File: config.mk
export PLATFORM = sky130hd
export DESIGN_NAME = slide_scan
export DESIGN_NICKNAME = d
export VERILOG_FILES = /design/src/rtl/slide_scan.sv
export SDC_FILE = /design/constraint.sdc
export NUM_CORES = 1
export LEC_CHECK = 0
export BUFFER_PORTS_ARGS = -buffer_cell sky130_fd_sc_hd__buf_2
export CORE_MARGIN = 3
export CORE_UTILIZATION = 40
export DETAILED_ROUTE_END_ITERATION = 7
export PLACE_DENSITY_LB_ADDON = 0.05
export SYNTH_ARGS = -nofsm -noshare
export SYNTH_HDL_FRONTEND = slang
export SYNTH_SLANG_ARGS = --single-unit
File: constraint.sdc
create_clock -name clk -period 4 [get_ports clk]
set_input_delay 0.8 -clock clk [delete_from_list [all_inputs] [get_ports clk]]
set_output_delay 0.8 -clock clk [all_outputs]
set_load 0.01 [all_outputs]
File: src/rtl/slide_scan.sv
// Round-robin slide-pot scanner: sequences A2D conversions over NUM_CH slots and holds the latest result per slot.
// Optional deadband filtering is enabled by defining SLIDE_DEADBAND_EN.
module slide_scan #(
    parameter int                      NUM_CH   = 6,
    parameter int                      RES_W    = 12,
    parameter int                      CH_W     = 3,
    parameter logic [NUM_CH*CH_W-1:0]  CH_MAP   = {3'd7, 3'd4, 3'd3, 3'd2, 3'd0, 3'd1},
    parameter int                      GAP_CYC  = 0,
    parameter int                      DEADBAND = 4
) (
    input  logic                      clk,
    input  logic                      rst,
    input  logic                      en,
    output logic                      strt_cnv,
    output logic [CH_W-1:0]           chnnl,
    input  logic                      cnv_cmplt,
    input  logic [RES_W-1:0]          res,
    output logic [NUM_CH*RES_W-1:0]   pot,
    output logic [NUM_CH-1:0]         pot_vld,
    output logic                      scan_done
);

    localparam int SLOT_W = (NUM_CH > 1) ? $clog2(NUM_CH) : 1;

    typedef enum logic [1:0] {IDLE, START, WAIT, GAP} state_t;

    state_t              state;
    logic [SLOT_W-1:0]   slot;
    logic [SLOT_W-1:0]   slot_nxt;
    logic [7:0]          gap_cnt;
    logic                last;
    logic                upd;

    function automatic logic [CH_W-1:0] map_ch(input logic [SLOT_W-1:0] s);
        return CH_MAP[int'(s)*CH_W +: CH_W];
    endfunction

`ifdef SLIDE_DEADBAND_EN
    logic [NUM_CH-1:0]   seen;
    logic [RES_W-1:0]    cur;

    // Widened by one bit so the magnitude never wraps.
    function automatic logic [RES_W:0] abs_diff(input logic [RES_W-1:0] a,
                                                input logic [RES_W-1:0] b);
        logic [RES_W:0] x;
        logic [RES_W:0] y;
        x = {1'b0, a};
        y = {1'b0, b};
        return (x >= y) ? (x - y) : (y - x);
    endfunction
`endif

    always_comb begin
        last     = (slot == SLOT_W'(NUM_CH - 1));
        slot_nxt = last ? '0 : slot + 1'b1;
`ifdef SLIDE_DEADBAND_EN
        cur = pot[int'(slot)*RES_W +: RES_W];
        upd = !seen[slot] || (abs_diff(res, cur) > (RES_W+1)'(DEADBAND));
`else
        upd = 1'b1;
`endif
    end

    always_ff @(posedge clk) begin
        if (rst) begin
            state     <= IDLE;
            slot      <= '0;
            gap_cnt   <= '0;
            pot       <= '0;
            pot_vld   <= '0;
            scan_done <= 1'b0;
            strt_cnv  <= 1'b0;
            chnnl     <= map_ch('0);
`ifdef SLIDE_DEADBAND_EN
            seen      <= '0;
`endif
        end else begin
            pot_vld   <= '0;
            scan_done <= 1'b0;
            strt_cnv  <= 1'b0;
            case (state)
                IDLE: begin
                    if (en) begin
                        state    <= START;
                        strt_cnv <= 1'b1;
                    end
                end
                START: state <= WAIT;
                WAIT: begin
                    if (cnv_cmplt) begin
                        if (upd) begin
                            pot[int'(slot)*RES_W +: RES_W] <= res;
                            pot_vld <= NUM_CH'(1) << slot;
                        end
`ifdef SLIDE_DEADBAND_EN
                        seen[slot] <= 1'b1;
`endif
                        scan_done <= last;
                        slot      <= slot_nxt;
                        chnnl     <= map_ch(slot_nxt);
                        if (GAP_CYC > 0) begin
                            state   <= GAP;
                            gap_cnt <= '0;
                        end else if (en) begin
                            state    <= START;
                            strt_cnv <= 1'b1;
                        end else begin
                            state <= IDLE;
                        end
                    end
                end
                GAP: begin
                    // Leaves after exactly GAP_CYC cycles spent in this state.
                    if (gap_cnt == 8'(GAP_CYC - 1)) begin
                        if (en) begin
                            state    <= START;
                            strt_cnv <= 1'b1;
                        end else begin
                            state <= IDLE;
                        end
                    end else begin
                        gap_cnt <= gap_cnt + 8'd1;
                    end
                end
                default: state <= IDLE;
            endcase
        end
    end

endmodule

==> metrics.yaml, run 1 <==
status: "finished, final reports clean"
post_cts_resized: 0
finalPower_mw: 2.02
ys_types: 68
synthTopCellsByCount: "dfxtp_1 (96), nor2_1 (76), nand2_1 (56)"
whs_path_depth: 2
synth_nets: 606
rr_worst_depth: 10
drc: 0
cts_max_level: 3
ctsHoldBuffers: 0
yosysWarnings: 0
synthCells: 580
synth_area_per_cell_um2: 8.62
dr.pass1.iters: 5
pwr_density_cell_mw_per_mm2: 339
dpl-instance-area_mm2: 0.00567
worstSetupPathType: "reg -> reg"
fin_nets: 694
row_count: 40
overflow: 0
grt_setup_unrepaired: "no"
min_path_type: "reg -> reg"
die_w_um: 118
ys_seq_elements: 96
synth.area.top_cells: "dfxtp_1 (38%), mux2i_1 (10%), nor2_1 (5.7%)"
path_max_fanout: 11
area_growth_syn_to_layout_pct: 19.0
ir_drop_v: 0.000240
worstPathArrival_ns: 3.94
finalCriticalPeriod_ns: 3.65
grt_pass1_vias: 4569
final_area_mm2: 0.00595
cts_buffers: 9
hold_violations: 0
wl_met1_um: 7020
via_per_inst: 5.61
tns_ns: 0
insertion_delay_ns: 0.36
drt_first_iter_violations: 409
whs_ns: 0.456
synth_ff_type: "dfxtp_1"
startpoint_type: "register"
worstMarginPinSlew_ns: 1.12
wl_met3_um: 1250
nFillCells: 1242
port-buffer-count: 98
drive_gt1_frac: 0.224
yosysMostFrequentCell: "dfxtp_1"
p_leak_nw: 2.71
dieArea_mm2: 0.0139
skew_ns: 0.00993
wl_met2_um: 6810
place_congestion: 0.965
synth-seq-area-share: 0.384
grt_max_degree: 47
grt_pass1_wl_um: 24700
drv_cap: 0
io_pins: 99
fmax_mhz: 274
dp_hpwl_um: 11200
synthDominantCellAreaShare: 0.384
maxSlewViolCount: 0
top_layer: "met4"
post_cts_buffers: 0
cts_tree: "built"
core_mm2: 0.0121
wl_um: 15300
finalSetupViolations: 0
synth_top_area_cell: "dfxtp_1"
required_ns: 4.29
clock_path_buffers: 2
synth_area_mm2: 0.00500
ant_nets: 0
cp-end-kind: "register"
fin_ws_ns: 0.351
die_height_um: 118
grt_usage: 0.221
wire_per_inst_um: 18.2
synthArstFlopShare: 0
path_clk_slew_ns: 0.07
antenna_found_initial: 0
start_util: 0.413
fin_crit_sh: 0.912
synth-edff-count: 0
max_slew_margin: 0.244
cts_sinks: 96
dpl_worst_slack_ns: 0.400
root_buffer: "clkbuf_16"
n_antenna_cell: 0
route.vias.total: 4722
[per-layer routing]
layer / vias up / global-route usage
met5: - / 0
met4: 0 / 0.0784
met3: 19 / 0.0711
met2: 176 / 0.332
met1: 2245 / 0.299
li1: 2282 / -
[final timing paths]
check | from | end | slack [ns]
max | slot[0] | pot[66] | 0.35
min | pot[66] | pot[66] | 0.46
max reg2reg | slot[0] | pot[66] | 0.35
min reg2reg | pot[66] | pot[66] | 0.46
[logic make-up (layout without fill, tap and decap cells)]
family,count (synthesis),in the layout,share of synthesized area
buffers and inverters,45,138,0.0355
XOR/XNOR,12,12,0.0240
AND/OR/NAND/NOR,231,231,0.221
multiplexers,62,62,0.127
flip-flops,96,96,0.384
adder cells (fa/ha/maj),10,10,0.0265
AO/OA/AOI/OAI,124,124,0.182
[per-stage QoR]
| step | utilization | instances |
|---|---|---|
| floorplan | - | 580 |
| global placement | 0.468 | 825 |
| detailed placement | 0.468 | 825 |
| CTS | 0.492 | 841 |
| global route | 0.492 | 841 |
| finish | 0.492 | 841 |
[layout by cell type (no fill, tap or decap), drive strengths merged, types with 6 or more instances in the layout]
cell and count:
nand2b 6, o32ai 6, ha 9, a21oi 32, a32oi 9, nand2 56, dfxtp 96, nor3 28
clkbuf 9, xnor2 9, a211oi 12, nor2b 11, or3 6, o21ai 8, inv 13, and3 7
mux2i 52, nand3 19, mux2 10, o22ai 8, buf 112, nor2 76
[flip-flops by register name, indices dropped and copies added (netlist names)]
signal	flops
slot	3
strt_cnv	1
gap_cnt	8
scan_done	1
state	2
pot	72
chnnl	3
pot_vld	6
[power breakdown]
part	switching (mW)	leakage, nW	total (mW)	internal, mW
combinational	0.142	1.80	0.206	0.0639
sequential	0.00691	0.774	0.971	0.964
clock	0.405	0.143	0.839	0.434
total	0.554	2.71	2.02	1.46
[critical path: stages (launching register included)]
cell	delay [ns]
dfxtp_1	0.52
clkinv_1	0.37
ha_1	0.37
nand2b_1	0.11
nor2_1	0.05
ha_1	0.29
nand4b_1	0.40
a311oi_4	0.54
nand3_2	0.24
or4_1	0.55
a21oi_1	0.15
[area by class of cell]
type | instances | area [µm²] | area share
inverter | 10 | 37.5 | 0.00631
tap | 168 | 210 | 0.0353
multi-input combinational | 439 | 2900 | 0.488
sequential | 96 | 1920 | 0.323
timing repair buffer | 112 | 596 | 0.100
clock buffer | 9 | 225 | 0.0378
clock inverter | 7 | 60.1 | 0.0101
Note: power is estimated with default switching activity, not from simulation.
==> run 2: changes to the inputs <==
--- a/config.mk
+++ b/config.mk
@@ -8,6 +8,7 @@
 export BUFFER_PORTS_ARGS = -buffer_cell sky130_fd_sc_hd__buf_2
 export CORE_MARGIN = 3
 export CORE_UTILIZATION = 40
+export CTS_BUF_LIST = sky130_fd_sc_hd__clkbuf_4 sky130_fd_sc_hd__clkbuf_8
 export DETAILED_ROUTE_END_ITERATION = 7
 export PLACE_DENSITY_LB_ADDON = 0.05
 export SYNTH_ARGS = -nofsm -noshare
==> metrics.yaml, run 2 (synthesis gave the netlist of run 1 again) <==
use_met1: 0.302  # was 0.299
post_cts_buffers: 0  # unchanged
fmax_mhz: 274  # about the same
die_height_um: 118  # unchanged
slowest_stage: "dfxtp_1"  # was or4_1
row_count: 40  # unchanged
drv_cap: 0  # unchanged
status: "finished, final reports clean"  # unchanged
port-buffer-count: 98  # unchanged
wl_um: 15400  # was 15300 µm
area_growth_syn_to_layout_pct: 17.0  # was 19.0%
clock_path_buffers: 2  # unchanged
skew_ns: 0.0116  # was 0.00993 ns
startpoint_type: "register"  # unchanged
path_clk_slew_ns: 0.11  # was 0.07 ns
fin_util: 0.483  # was 0.492
cpLargestDelayFamily: "simple AND/OR/NAND/NOR gates"  # unchanged
busiest_layer: "met2"  # unchanged
dieArea_mm2: 0.0139  # unchanged
cts_sinks: 96  # unchanged
dr.pass1.iters: 5  # unchanged
cts_buffers: 9  # unchanged
tns_ns: 0  # unchanged
fin_crit_sh: 0.914  # was 0.912
dpl_worst_slack_ns: 0.400  # unchanged
regArea_mm2: 0.00192  # unchanged
required_ns: 4.33  # was 4.29 ns
grt_usage: 0.222  # was 0.221
p_leak_nw: 2.67  # was 2.71 nW
route.vias.total: 4757  # was 4722
grt_util_met2: 0.332  # unchanged
finalCriticalPeriod_ns: 3.66  # was 3.65 ns
rr_worst_depth: 10  # unchanged
place_congestion: 0.965  # unchanged
worstSetupPathType: "reg -> reg"  # unchanged
ant_nets: 0  # unchanged
max_slew_margin: 0.208  # was 0.244
path_max_fanout: 11  # unchanged
post_cts_resized: 0  # unchanged
drt_first_iter_violations: 335  # was 409
path_depth: 10  # unchanged
hold_violations: 0  # unchanged
dp_hpwl_um: 11200  # unchanged
core_mm2: 0.0121  # unchanged
cpMostUsedCell: "ha_1"  # unchanged
layout_common_cells: "buf_2 (98), dfxtp_1 (96), nor2_1 (76)"  # unchanged
mostFrequentLayoutCell: "buf_2"  # unchanged
max_stage_delay_ns: 0.55  # about the same
drive_gt1_frac: 0.224  # unchanged
nFillCells: 1246  # was 1242
ctsHoldBuffers: 0  # unchanged
wire_per_inst_um: 18.3  # was 18.2 µm
largest_reg_flops: 72  # unchanged
pwr_density_cell_mw_per_mm2: 307  # was 339 mW/mm²
overflow: 0  # unchanged
via_per_inst: 5.66  # was 5.61
n_antenna_cell: 0  # unchanged
fin_ws_ns: 0.345  # was 0.351 ns
root_buffer: "clkbuf_8"  # was clkbuf_16
top_register: "pot"  # unchanged
finalSetupViolations: 0  # unchanged
met3_usage: 0.0586  # was 0.0711
io_pins: 99  # unchanged
worstPathArrival_ns: 3.98  # was 3.94 ns
grt_pass1_vias: 4555  # was 4569
grt_setup_unrepaired: "no"  # unchanged
start_util: 0.413  # unchanged
drc: 0  # unchanged
multi_input_area_mm2: 0.00290  # unchanged
grt_max_degree: 47  # unchanged
ir_drop_v: 0.000152  # was 0.000240 V
worstMarginPinSlew_ns: 1.18  # was 1.12 ns
insertion_delay_ns: 0.38  # was 0.36 ns
layout_top_registers: "pot x72, gap_cnt x8, pot_vld x6"  # unchanged
cts_tree: "built"  # unchanged
antenna_found_initial: 0  # unchanged
min_path_type: "reg -> reg"  # unchanged
cts_max_level: 3  # unchanged
maxSlewViolCount: 0  # unchanged
die_w_um: 118  # unchanged
grt_pass1_wl_um: 24700  # about the same
fin_nets: 694  # unchanged
whs_path_depth: 2  # unchanged
cp_num_buf_inv: 1  # unchanged
cp-end-kind: "register"  # unchanged
crit_chain: "clkinv_1 -> ha_1 -> nand2b_1 -> nor2_1 -> ha_1 -> nand4b_1 -> a311oi_4 -> nand3_2 -> or4_1 -> a21oi_1"  # unchanged
run 2: changes by cell type in the layout (fill, tap and decap cells not counted):
| cell | change |
|---|---|
| clkbuf_16 | -9 |
| clkbuf_8 | +9 |
run 2: worst paths after layout:
kind / to / slack, ns / start
worst max-delay path: pot[66] / 0.34 / slot[0]
worst max register to register: pot[66] / 0.34 / slot[0]
worst min register to register: pot[54] / 0.46 / pot[54]
worst min-delay path: pot[54] / 0.46 / pot[54]
run 2: through the flow:
stage	instances	cell area [µm²]	total power [mW]	hold slack (ns)
after global routing	841	5850	1.88	0.479
after CTS	841	5850	1.81	0.463
after detailed placement	825	5670	1.20	0.444
final	841	5850	1.80	0.460
after global placement	825	5670	1.20	0.441
after floorplan	580	5000	1.12	0.476
run 2: power breakdown:
part	internal (mW)	total [mW]	switching (mW)	leakage [nW]
logic	0.0639	0.207	0.143	1.80
clock network	0.238	0.618	0.379	0.0965
registers	0.964	0.971	0.00701	0.774
run 2: metal layers:
metal | up-vias | routed length [µm]
met5 | - | 0
met4 | 0 | 411
met3 | 34 | 1190
met2 | 203 | 6650
met1 | 2238 | 7120
li1 | 2282 | -
run 2: area by class of cell:
| class | instances | share of cell area |
|---|---|---|
| Clock inverter | 7 | 0.0103 |
| Sequential cell | 96 | 0.328 |
| Clock buffer | 9 | 0.0212 |
| Tap cell | 168 | 0.0359 |
| Multi-Input combinational cell | 439 | 0.496 |
| Timing Repair Buffer | 112 | 0.102 |
| Inverter | 10 | 0.00641 |
run 2: worst min-delay path, delay by kind of cell, from the launching register on:
family           cells  cell delay (ns)
multiplexers         1             0.05
AND/OR/NAND/NOR      1             0.05
flip-flops           1             0.32
==> run 3: changes to the inputs <==
==> constraint.sdc (replaced) <==
create_clock -name clk -period 3.95 [get_ports clk]
set_input_delay 0.79 -clock clk [delete_from_list [all_inputs] [get_ports clk]]
set_output_delay 0.79 -clock clk [all_outputs]
set_load 0.01 [all_outputs]
==> metrics.yaml, run 3 (synthesis gave the netlist of run 1 again) <==
status: "finished, final reports clean"  # unchanged
path_clk_slew_ns: 0.10  # was 0.11 ns
fin_crit_sh: 0.907  # was 0.914
die_w_um: 118  # unchanged
fin_util: 0.485  # was 0.483
finalCriticalPeriod_ns: 3.58  # was 3.66 ns
fmax_mhz: 279  # was 274 MHz
worstSetupPathType: "reg -> reg"  # unchanged
mostFrequentLayoutCell: "buf_2"  # unchanged
port-buffer-count: 98  # unchanged
layout_top_registers: "pot x72, gap_cnt x8, pot_vld x6"  # unchanged
via_per_inst: 5.65  # was 5.66
critPathLaunch: "slot[1]"  # was slot[0]
tns_ns: 0  # unchanged
grt_usage: 0.221  # was 0.222
rrSetupSlack_ns: 0.37  # was 0.34 ns
root_buffer: "clkbuf_8"  # unchanged
wire_per_inst_um: 18.2  # was 18.3 µm
grt_setup_unrepaired: "no"  # unchanged
final_area_mm2: 0.00587  # was 0.00585 mm²
fin_nets: 694  # unchanged
grt_pass1_wl_um: 24700  # about the same
drive_gt1_frac: 0.229  # was 0.224
drt_first_iter_violations: 345  # was 335
maxSlewViolCount: 0  # unchanged
hold_violations: 0  # unchanged
pwr_density_cell_mw_per_mm2: 311  # was 307 mW/mm²
rr_worst_depth: 10  # unchanged
crit_chain: "ha_1 -> buf_4 -> a21o_1 -> inv_1 -> ha_1 -> nand4b_1 -> a311oi_4 -> nand3_2 -> or4_1 -> a21oi_1"  # was clkinv_1 -> ha_1 -> nand2b_1 -> nor2_1 -> ha_1 -> nand4b_1 -> a311oi_4 -> nand3_2 -> or4_1 -> a21oi_1
grt_max_degree: 46  # was 47
core_mm2: 0.0121  # unchanged
dr.pass1.iters: 5  # unchanged
worstReg2RegStart: "slot[1]"  # was slot[0]
max_slew_margin: 0.162  # was 0.208
start_util: 0.413  # unchanged
required_ns: 4.27  # was 4.33 ns
route.vias.total: 4755  # was 4757
cp_num_buf_inv: 2  # was 1
top_register: "pot"  # unchanged
hp-start: "pot[29]"  # was pot[54]
cts_sinks: 96  # unchanged
ctsHoldBuffers: 0  # unchanged
min_to: "pot[29]"  # was pot[54]
min_path_type: "reg -> reg"  # unchanged
cts_max_level: 3  # unchanged
cts_tree: "built"  # unchanged
die_height_um: 118  # unchanged
drv_cap: 0  # unchanged
worstMarginPinSlew_ns: 1.25  # was 1.18 ns
largest_reg_flops: 72  # unchanged
reg2reg_to: "pot[66]"  # unchanged
cpLargestDelayFamily: "simple AND/OR/NAND/NOR gates"  # unchanged
wl_um: 15300  # was 15400 µm
max_stage_delay_ns: 0.54  # was 0.55 ns
path_depth: 10  # unchanged
skew_ns: 0.0109  # was 0.0116 ns
clock_path_buffers: 2  # unchanged
place_congestion: 0.937  # was 0.965
row_count: 40  # unchanged
dpl-instance-area_mm2: 0.00567  # unchanged
cp-end-kind: "register"  # unchanged
nFillCells: 1257  # was 1246
startpoint_type: "register"  # unchanged
p_leak_nw: 2.67  # about the same
whs_path_depth: 2  # unchanged
ir_drop_v: 0.000206  # was 0.000152 V
n_antenna_cell: 0  # unchanged
grt_pass1_vias: 4491  # was 4555
worstPathArrival_ns: 3.90  # was 3.98 ns
insertion_delay_ns: 0.38  # about the same
cts_buffers: 9  # unchanged
cpMostUsedCell: "ha_1"  # unchanged
dp_hpwl_um: 11200  # about the same
antenna_found_initial: 0  # unchanged
ant_nets: 0  # unchanged
layout_common_cells: "buf_2 (98), dfxtp_1 (95), nor2_1 (76)"  # was buf_2 (98), dfxtp_1 (96), nor2_1 (76)
dieArea_mm2: 0.0139  # unchanged
io_pins: 99  # unchanged
slowest_stage: "a311oi_4"  # was dfxtp_1
overflow: 0  # unchanged
drc: 0  # unchanged
area_growth_syn_to_layout_pct: 17.3  # was 17.0%
path_max_fanout: 13  # was 11
finalSetupViolations: 0  # unchanged
-- run 3: changes by cell type in the layout (fill, tap and decap cells not counted), sizes merged --
cell,delta
clkbuf,+2
clkinv,-2
inv,-2
clkinvlp,+2
-- run 3: final cells by class --
type                            instances  area [µm²]  share of cell area
Clock inverter                          5        38.8             0.00661
Multi-Input combinational cell        439        2910               0.496
Clock buffer                           11         151              0.0258
Tap cell                              168         210              0.0358
Timing Repair Buffer                  112         596               0.101
Sequential cell                        96        1920               0.328
Inverter                               10        41.3             0.00703
-- run 3: power breakdown --
part | internal, mW | switching, mW
Sequential | 0.976 | 0.00728
Clock | 0.268 | 0.361
Combinational | 0.0651 | 0.145
Total | 1.31 | 0.514
-- run 3: worst max path at each step --
| stage | to |
|---|---|
| after floorplan | pot[66] |
| after global placement | pot[66] |
| after detailed placement | pot[66] |
| after CTS | pot[66] |
| after global routing | pot[0] |
| final | pot[66] |
-- run 3: repair_timing --
item	CTS	global route
gates resized for setup	0	3
endpoints found under the setup margin	0	6
setup buffers	0	0
-- run 3: routing by layer --
metal,wire length [µm],GRT usage,share of wire,vias to the layer above
li1,-,-,-,2271
met1,6840,0.303,0.45,2232
met2,6680,0.328,0.44,218
met3,1380,0.0610,0.090,34
met4,389,0.0908,0.025,0
met5,0,0,0,-
-- run 3: worst reg2reg max path, delay by kind of cell (launching register included) --
family | cells | cell delay, ns
AND/OR/NAND/NOR | 3 | 1.21
AO/OA/AOI/OAI | 3 | 0.98
adder cells (fa/ha/maj) | 2 | 0.55
flip-flops | 1 | 0.48
buffers and inverters | 2 | 0.31
-- run 3: through the flow --
step / setup WS, ns / power, mW / hold WS (ns) / cells
floorplan: 0.419 / 1.14 / 0.476 / 580
global route: 0.119 / 1.90 / 0.488 / 841
detailed placement: 0.256 / 1.21 / 0.442 / 825
global placement: 0.437 / 1.21 / 0.441 / 825
finish: 0.367 / 1.82 / 0.461 / 841
CTS: 0.244 / 1.84 / 0.461 / 841
